### config.mk
export PLATFORM = sky130hd
export DESIGN_NAME = nibble_serial_adder_ctrl
export DESIGN_NICKNAME = d
export VERILOG_FILES = /design/src/rtl/nibble_serial_adder_ctrl_pkg.sv /design/src/rtl/FullAdder_4bit.sv /design/src/rtl/nibble_serial_adder_ctrl.sv
export SDC_FILE = /design/constraint.sdc
export NUM_CORES = 1
export LEC_CHECK = 0
export ABC_AREA = 1
export ABC_CLOCK_PERIOD_IN_PS = 4050
export CORE_ASPECT_RATIO = 1.25
export CORE_MARGIN = 2
export CORE_UTILIZATION = 51
export DETAILED_ROUTE_END_ITERATION = 12
export PLACE_DENSITY = 0.84
export SETUP_SLACK_MARGIN = 0.02
export SLEW_MARGIN = 20
export SYNTH_ARGS = -nofsm -noshare
export SYNTH_HDL_FRONTEND = slang
export SYNTH_SLANG_ARGS = --single-unit
### constraint.sdc
create_clock -name i_clk -period 4.05 [get_ports i_clk]
set_input_delay 0.81 -clock i_clk [delete_from_list [all_inputs] [get_ports i_clk]]
set_output_delay 0.81 -clock i_clk [all_outputs]
set_load 0.03 [all_outputs]
### src/rtl/nibble_serial_adder_ctrl_pkg.sv
// Package: nibble_serial_adder_ctrl_pkg
// Purpose: Shared definitions for the nibble-serial adder sequencer. The
//          calculator top level uses the same state encoding.
// Contents:
//   state_t  - FSM state encoding (ST_IDLE, ST_RUN, ST_DONE)
//   STATE_W  - width of the state encoding
//   NIBBLE_W - width of one adder slice
package nibble_serial_adder_ctrl_pkg;

  localparam int STATE_W  = 2;
  localparam int NIBBLE_W = 4;

  typedef enum logic [STATE_W-1:0] {
    ST_IDLE = 2'd0,
    ST_RUN  = 2'd1,
    ST_DONE = 2'd2
  } state_t;

endpackage

### src/rtl/FullAdder_4bit.sv
// Module: FullAdder_4bit
// Purpose: 4-bit ripple-carry adder shared by the calculator datapath.
// Ports:
//   a, b  in  4  addends
//   cin   in  1  carry in
//   sum   out 4  a + b + cin, modulo 16
//   cout  out 1  carry out of bit 3
module FullAdder_4bit (
  input  logic [3:0] a,
  input  logic [3:0] b,
  input  logic       cin,
  output logic [3:0] sum,
  output logic       cout
);

  logic [4:0] carry_chain;

  assign carry_chain[0] = cin;

  generate
    for (genvar gi = 0; gi < 4; gi++) begin : g_bit
      assign sum[gi]           = a[gi] ^ b[gi] ^ carry_chain[gi];
      assign carry_chain[gi+1] = (a[gi] & b[gi]) | (carry_chain[gi] & (a[gi] ^ b[gi]));
    end
  endgenerate

  assign cout = carry_chain[4];

endmodule

### src/rtl/nibble_serial_adder_ctrl.sv
// Module: nibble_serial_adder_ctrl
// Purpose: Sequences a wide add/subtract through the shared 4-bit adder, one
//          nibble per cycle, least-significant nibble first, with a
//          start/busy/done handshake.
// Parameters:
//   N_NIBBLES  operand width in nibbles (2..8); W = 4*N_NIBBLES
// Ports:
//   i_clk       in   1  system clock, rising edge
//   i_rst_n     in   1  asynchronous active-low reset
//   i_start     in   1  request, only looked at in IDLE
//   i_op_sub    in   1  0 = A+B, 1 = A-B, captured with i_start
//   i_A, i_B    in   W  operands, captured with i_start
//   o_busy      out  1  high in RUN and DONE
//   o_done      out  1  one-cycle pulse, results valid from this cycle on
//   o_result    out  W  sum/difference, held until the next accepted start
//   o_carry     out  1  carry out of the top nibble (sub: 1 = no borrow)
//   o_overflow  out  1  two's-complement signed overflow
module nibble_serial_adder_ctrl
  import nibble_serial_adder_ctrl_pkg::*;
#(
  parameter int N_NIBBLES = 4
) (
  input  logic                      i_clk,
  input  logic                      i_rst_n,
  input  logic                      i_start,
  input  logic                      i_op_sub,
  input  logic [4*N_NIBBLES-1:0]    i_A,
  input  logic [4*N_NIBBLES-1:0]    i_B,
  output logic                      o_busy,
  output logic                      o_done,
  output logic [4*N_NIBBLES-1:0]    o_result,
  output logic                      o_carry,
  output logic                      o_overflow
);

  localparam int W     = NIBBLE_W * N_NIBBLES;
  localparam int IDX_W = $clog2(N_NIBBLES);
  localparam logic [IDX_W-1:0] LAST_IDX = IDX_W'(N_NIBBLES - 1);

  state_t           state_reg,    state_next;
  logic [W-1:0]     op_a_reg,     op_a_next;
  logic [W-1:0]     op_b_reg,     op_b_next;
  logic             c_reg,        c_next;
  logic [IDX_W-1:0] idx_reg,      idx_next;
  logic [W-1:0]     result_reg,   result_next;
  logic             carry_reg,    carry_next;
  logic             overflow_reg, overflow_next;

  // Nibble views of the operands, selected by idx_reg for the shared adder.
  logic [NIBBLE_W-1:0] a_nib [N_NIBBLES];
  logic [NIBBLE_W-1:0] b_nib [N_NIBBLES];
  logic [NIBBLE_W-1:0] add_sum;
  logic                add_cout;
  // Current result with the nibble at idx_reg replaced by the adder output.
  logic [W-1:0]        result_wr;

  generate
    for (genvar gi = 0; gi < N_NIBBLES; gi++) begin : g_nib
      assign a_nib[gi] = op_a_reg[NIBBLE_W*gi +: NIBBLE_W];
      assign b_nib[gi] = op_b_reg[NIBBLE_W*gi +: NIBBLE_W];
      assign result_wr[NIBBLE_W*gi +: NIBBLE_W] =
        (idx_reg == IDX_W'(gi)) ? add_sum : result_reg[NIBBLE_W*gi +: NIBBLE_W];
    end
  endgenerate

  FullAdder_4bit u_add (
    .a    (a_nib[idx_reg]),
    .b    (b_nib[idx_reg]),
    .cin  (c_reg),
    .sum  (add_sum),
    .cout (add_cout)
  );

  always_ff @(posedge i_clk or negedge i_rst_n) begin
    if (!i_rst_n) begin
      state_reg    <= ST_IDLE;
      op_a_reg     <= '0;
      op_b_reg     <= '0;
      c_reg        <= 1'b0;
      idx_reg      <= '0;
      result_reg   <= '0;
      carry_reg    <= 1'b0;
      overflow_reg <= 1'b0;
    end else begin
      state_reg    <= state_next;
      op_a_reg     <= op_a_next;
      op_b_reg     <= op_b_next;
      c_reg        <= c_next;
      idx_reg      <= idx_next;
      result_reg   <= result_next;
      carry_reg    <= carry_next;
      overflow_reg <= overflow_next;
    end
  end

  always_comb begin
    state_next    = state_reg;
    op_a_next     = op_a_reg;
    op_b_next     = op_b_reg;
    c_next        = c_reg;
    idx_next      = idx_reg;
    result_next   = result_reg;
    carry_next    = carry_reg;
    overflow_next = overflow_reg;

    case (state_reg)
      ST_IDLE: begin
        if (i_start) begin
          // Subtraction is A + ~B + 1: invert B here, inject the +1 as carry-in.
          op_a_next     = i_A;
          op_b_next     = i_op_sub ? ~i_B : i_B;
          c_next        = i_op_sub;
          idx_next      = '0;
          result_next   = '0;
          carry_next    = 1'b0;
          overflow_next = 1'b0;
          state_next    = ST_RUN;
        end
      end

      ST_RUN: begin
        result_next = result_wr;
        c_next      = add_cout;
        if (idx_reg == LAST_IDX) begin
          // Signed overflow: like-signed addends giving a result of the other sign.
          carry_next    = add_cout;
          overflow_next = (op_a_reg[W-1] == op_b_reg[W-1]) &&
                          (add_sum[NIBBLE_W-1] != op_a_reg[W-1]);
          state_next    = ST_DONE;
        end else begin
          idx_next = idx_reg + 1'b1;
        end
      end

      ST_DONE: begin
        state_next = ST_IDLE;
      end

      default: begin
        state_next = ST_IDLE;
      end
    endcase
  end

  assign o_busy     = (state_reg != ST_IDLE);
  assign o_done     = (state_reg == ST_DONE);
  assign o_result   = result_reg;
  assign o_carry    = carry_reg;
  assign o_overflow = overflow_reg;

endmodule

== Yosys cells after proc, flatten, opt, wreduce, memory -nomap -nowiden ==
Cells that the tools add are included.
Operators by class
  reduce and logical (&&, ||, !) cells: 13
  $add $sub $neg: 1
  equality and inequality tests: 13
  muxes and demuxes: 26
  $lt $le $gt $ge: 1
  bitwise gates (word level): 22
Operators with widths (number)
  2-to-1 mux 16 bit: 2
  2-to-1 mux 4 bit: 8
  case mux 16 bit (2 select lines): 1
  binary-select mux 4 bit (select 2 bit): 2
  inverter 16 bit: 1
  AND reduction 3 bit: 5
  != test 2 bit (second input constant): 6
  bitwise AND 1 bit: 8
  2-to-1 mux 2 bit: 4
  case mux 2 bit (2 select lines): 2
  bitwise XOR 1 bit: 8
  == test 2 bit (second input constant): 3
  case mux 1 bit (2 select lines): 3
  AND reduction 2 bit: 3
  == test 2 x 1 -> 1 bit (second input constant): 2
  logical NOT 2 bit: 2
  2-to-1 mux 1 bit: 4
  bitwise OR 1 bit: 4
  nonzero test 2 bit: 2
  greater-or-equal comparator 3 bit (second input constant): 1
  inverter 2 -> 3 bit: 1
  adder 2 x 1 -> 2 bit (second input constant): 1
  == test 1 bit: 1
  logical AND 1 bit: 1
  != test 1 bit: 1
Word-level totals
  flip-flop bits (word level): 55
  output and inout port bits: 20
  input port bits: 36
  word-level logic and storage cells: 87

== Depth between registers and ports, before layout ==
Gate-level depths: netlist of the first run.
  depth in word-level cells: 16
  gate-level depth with buffers: 16
  gate-level depth less buffers: 14

== By module ==
A second synthesis of the first run with hierarchy kept.
Second synthesis, totals
  cell total of the unflattened synthesis: 318
  area total of the unflattened synthesis: 2700.1 µm²
By module, submodules not included
  nibble_serial_adder_ctrl: area each 2582.5 µm², cells each 304, seq. area each 1376.3 µm², instances 1
  FullAdder_4bit: area each 117.6 µm², cells each 14, seq. area each 0.0 µm², instances 1

== Worst setup path before layout of the first run ==
Ideal clock, no wire load.
  path kind: register to register
  start: register idx_reg[0]
  end: register overflow_reg, in the netlist o_overflow
  slack: 986 ps
  stages on the path, launching flop included: 17
  data arrival time: 2999 ps
  buffers on the path: 2
  setup time: 66 ps
  clock period less this slack: 3064 ps
  required time: 3984 ps
  cell sequence: dfrtp_1 buf_4 clkinv_1 buf_2 nand2_1 nand3_1 nand2_1 fa_1 fa_1 fa_1 inv_1 fa_1 inv_1 nand2_1 a21oi_1 nand3_1 nand2_1
On the way
  word-level cells in the longest chain between the ends: 16
  elaborated cells between the ends (all ways): 28
  classes of those cells: 3 x eq/ne; 8 x mux; 15 x bitwise; 2 x reduce/logical
RTL lines
  from (decl): line nibble_serial_adder_ctrl.sv:44  | logic [IDX_W-1:0] idx_reg, idx_next;
  from (signal assigned): line nibble_serial_adder_ctrl.sv:89  | idx_reg <= idx_next;
  inverter 2 -> 3 bit (not written as such): line nibble_serial_adder_ctrl.sv:67, nibble_serial_adder_ctrl.sv:68
  binary-select mux 4 bit (select 2 bit), on equally long branches: line nibble_serial_adder_ctrl.sv:67, nibble_serial_adder_ctrl.sv:68
  2-to-1 mux 4 bit, on equally long branches (2 in series): line nibble_serial_adder_ctrl.sv:67, nibble_serial_adder_ctrl.sv:68
  bitwise XOR 1 bit: line FullAdder_4bit.sv:23  | assign carry_chain[gi+1] = (a[gi] & b[gi]) | (carry_chain[gi] & (a[gi] ^ b[gi]));
  bitwise AND 1 bit: line FullAdder_4bit.sv:23
  bitwise OR 1 bit: line FullAdder_4bit.sv:23
  bitwise AND 1 bit: line FullAdder_4bit.sv:23
  bitwise OR 1 bit: line FullAdder_4bit.sv:23
  bitwise AND 1 bit: line FullAdder_4bit.sv:23
  bitwise OR 1 bit: line FullAdder_4bit.sv:23
  bitwise XOR 1 bit: line FullAdder_4bit.sv:22  | assign sum[gi] = a[gi] ^ b[gi] ^ carry_chain[gi];
  != test 1 bit: line nibble_serial_adder_ctrl.sv:128  | (add_sum[NIBBLE_W-1] != op_a_reg[W-1]);
  logical AND 1 bit: line nibble_serial_adder_ctrl.sv:127  | overflow_next = (op_a_reg[W-1] == op_b_reg[W-1]) &&
  2-to-1 mux 1 bit: line nibble_serial_adder_ctrl.sv:124  | if (idx_reg == LAST_IDX) begin
  case mux 1 bit (2 select lines): line nibble_serial_adder_ctrl.sv:106  | case (state_reg)
  to (signal assigned): line nibble_serial_adder_ctrl.sv:92  | overflow_reg <= overflow_next;
  to (decl): line nibble_serial_adder_ctrl.sv:47  | logic overflow_reg, overflow_next;
Parallel ways exist; a longest one is shown, timed or not. The select of a mux whose other input is x is not followed.
A chain may end at the register's enable or synchronous reset.

== Worst setup path after layout of the first run ==
  start: register idx_reg[0]
  end: register result_reg[11], in the netlist o_result[11]
On the way
  word-level cells in the longest chain between the ends: 14
  elaborated cells between the ends (all ways): 26
  classes of those cells: 2 x eq/ne; 8 x mux; 15 x bitwise; 1 x reduce/logical
RTL lines
  inverter 2 -> 3 bit (not written as such): line nibble_serial_adder_ctrl.sv:67, nibble_serial_adder_ctrl.sv:68
  binary-select mux 4 bit (select 2 bit), on equally long branches: line nibble_serial_adder_ctrl.sv:67, nibble_serial_adder_ctrl.sv:68
  2-to-1 mux 4 bit, on equally long branches (2 in series): line nibble_serial_adder_ctrl.sv:67, nibble_serial_adder_ctrl.sv:68
  bitwise XOR 1 bit: line FullAdder_4bit.sv:23
  bitwise AND 1 bit: line FullAdder_4bit.sv:23
  bitwise OR 1 bit: line FullAdder_4bit.sv:23
  bitwise AND 1 bit: line FullAdder_4bit.sv:23
  bitwise OR 1 bit: line FullAdder_4bit.sv:23
  bitwise AND 1 bit: line FullAdder_4bit.sv:23
  bitwise OR 1 bit: line FullAdder_4bit.sv:23
  bitwise XOR 1 bit: line FullAdder_4bit.sv:22
  2-to-1 mux 4 bit: line nibble_serial_adder_ctrl.sv:62  | (idx_reg == IDX_W'(gi)) ? add_sum : result_reg[NIBBLE_W*gi +: NIBBLE_W];
  case mux 16 bit (2 select lines): line nibble_serial_adder_ctrl.sv:106
  to (signal assigned): line nibble_serial_adder_ctrl.sv:90  | result_reg <= result_next;
  to (decl): line nibble_serial_adder_ctrl.sv:45  | logic [W-1:0] result_reg, result_next;
Parallel ways exist; a longest one is shown, timed or not. The select of a mux whose other input is x is not followed.

==> metrics, run 1 <==
outcome=finished clean; most common cell after layout, fill and taps aside=nand2_1; adder-cell share of the synthesized area=about 4.8%; GPL Wtd Cong=0.868; max-slew violation count=0; nature of the critical path endpoint=flip-flop; Die Area=0.00595 mm2; Place WS=between 0.6 and 0.7 ns; Slew headroom=37.2%; min-delay worst type=reg -> reg; Die X=between 60 and 70 um; WL per Instance=~12 um; post-synthesis xor/xnor area fraction=between 5 and 6%; Post-CTS Setup Bufs=0; Vias=~2200; power share of the sequential group=about 36%; ratio of total power to cell area=slightly above 800 mW/mm2; CTS tree=done; vias in the first global route=around 2000; Mapped Area=approximately 0.0027 mm2; Reg2Reg Capture Point=o_result[11]; worst r2r path cells=13; clock power share=13.4%; RSZ-0062 raised after global routing=false; hold_buf cts=0; clk root buf=clkbuf_8; Initial DRC Count=approximately 160; CP Launch Point=idx_reg[0]; Die H=85.7 um; Worst-Margin Slew=approximately 0.94 ns; worst-path cell chain=clkinv_1 > nand2_1 > nand3_1 > nand2_1 > fa_1 > fa_1 > fa_1 > inv_1 > fa_1 > inv_1 > nor2_1 > nand2_1 > o21ai_0; Placement Cell Area=between 0.003 and 0.004 mm2; Post-CTS Resized=0; largest area contributor in the netlist=dfrtp_1; Worst Slack Setup Final=0.583 ns; number of distinct library cells after synthesis=26; layout cells sized above 1=4.36%; initial antenna violation count=0; worst-skew pair later-pin latency=around 0.31 ns; setup total negative slack=0 ns; Finished Cell Area=approximately 0.0034 mm2; Setup Viol. Count Final=0; core area=between 0.005 and 0.006 mm2; input/output buffers=55; skew final=around 0.012 ns; Final ANT Viol Nets=0; Final Hold Viols=0; WP data arrival=around 3.6 ns; maximum vdd ir drop=between 0.0003 and 0.0004 V; clk slew on worst S/H paths=approximately 0.10 ns; Min Clock Period, post-route=between 3 and 4 ns; Leakage=around 0.0016 uW; Switching Fraction=between 40% and 50%; clk buf depth=2; synth top area cells=dfrtp_1, nand2_1, o21ai_0; mux contribution to synthesized area=0%; largest net degree at the start of global routing=between 60 and 70; syn_area_per_cell=between 8 and 9 um2; Worst path max stage delay=approximately 0.60 ns; Rows=29; H-tree depth=2; Critical R2R Launch=idx_reg[0]; capture point of the worst path=o_result[11]; Logic pwr share=~51%; CTS buffer count=5; Yosys reg bits=55; vias per cell=approximately 5.0; gr usage total=between 10% and 20%; flop2flop setup slack=0.58 ns; maximum clock rate=about 0.29 GHz; complex-gate fraction of the synthesized area=~8.9%; Post-DP HPWL=just under 4000 um; Syn-to-layout area delta=23.4%; Crit path required time=roughly 4.2 ns; CP max stage cell=dfrtp_1; Syn Nets=around 360; period utilization=85.6%; Worst setup SP type=flip-flop; most frequent cells in the layout=nand2_1, dfrtp_1, clkdlybuf4s50_1; critical path type=reg -> reg; DRC violations left=0; Synth top area share=between 50% and 60%; sw power=1250 uW; total of max-cap violations=0; GRT overflow=0; IO Pins=56; nets=410; sequential element share of the synthesized area=about half; Int Pwr=between 1500 and 2000 uW; first-pass GRT wire length=slightly above 9000 um; diode count=0; simple-gate share of the synthesized area=23.3%; cell mode on critical path=fa_1; final WL=about 5300 um; largest family of logic cells by synthesized area=simple AND/OR/NAND/NOR gates; Initial Util=between 50% and 60%; Yosys warnings=0; peak fanout along the critical path=20; clock sink count=55; cells after synthesis=approximately 320; Pre-antenna DRT Iters=5
[worst min-delay path by stage]
stage / startpoint / end / slack, ns / cells after the start
after floorplan: op_a_reg[11] / op_a_reg[11] / 0.44 / 2
after CTS: op_a_reg[6] / op_a_reg[6] / 0.50 / 2
after detailed placement: op_a_reg[6] / op_a_reg[6] / 0.47 / 2
after global placement: op_b_reg[9] / op_b_reg[9] / 0.47 / 2
final: op_a_reg[8] / op_a_reg[8] / 0.50 / 2
after global routing: op_b_reg[10] / op_b_reg[10] / 0.53 / 2
[synth_stat cells (all sizes together)]
cell / instances
clkinv: 2
clkbuf: 2
buf: 12
xnor2: 16
dfrtp: 55
nand4: 1
nand3: 24
nand2: 122
o21bai: 1
fa: 4
a21oi: 1
inv: 24
nor2: 10
ha: 4
o21ai: 38
o22ai: 2
[final cells by class]
type	instances	area, um2
inverter	26	97.6
multi-input combinational	223	1150
clock inverter	2	35.0
clock buffer	6	82.6
timing repair buffer	55	548
tap	62	77.6
sequential	55	1380
fill	434	1750
[per-stage QoR]
stage / instances / total power (uW) / utilization [%] / hold slack [ns]
floorplan: 318 / 2000 / - / 0.444
global placement: 421 / 2350 / 63.4 / 0.468
detailed placement: 421 / 2410 / 63.4 / 0.474
CTS: 429 / 2790 / 65.7 / 0.499
global route: 429 / 3030 / 65.7 / 0.529
finish: 429 / 2780 / 65.7 / 0.496
[routing by layer]
metal / GRT usage (%) / share of wire [%] / vias up
met5: 0 / 0 / -
met4: 7.84 / 1.7 / 0
met3: 3.06 / 4.2 / 7
met2: 32.7 / 51 / 67
met1: 24.5 / 44 / 999
li1: - / - / 1088
[power groups by stage]
stage,Clock [uW],Sequential [uW],Combinational (uW)
CTS,380,987,1420
global route,399,1020,1610
floorplan,0,1040,965
finish,372,988,1420
global placement,0,989,1360
detailed placement,0,994,1420
[critical path, delay by kind of cell (launching register included)]
kind	cells	cell delay (ns)
AND/OR/NAND/NOR	5	0.47
AO/OA/AOI/OAI	1	0.08
buffers and inverters	3	0.59
flip-flops	1	0.60
adder cells (fa/ha/maj)	4	1.59
[logic make-up (layout without fill, tap and decap cells)]
kind of cell | after synthesis | in the layout
compound gates | 42 | 42
xor+xnor | 16 | 16
fa+ha+maj | 8 | 8
buf+inv | 40 | 89
flops | 55 | 55
simple gates | 157 | 157
Note: power is estimated with default switching activity, not from simulation.
==> inputs of run 2 (changes only) <==
SETUP_SLACK_MARGIN = default   (was 0.02)
==> results of run 2 <==
Same layout as run 1: the final DEF is identical, and so are final timing and power.
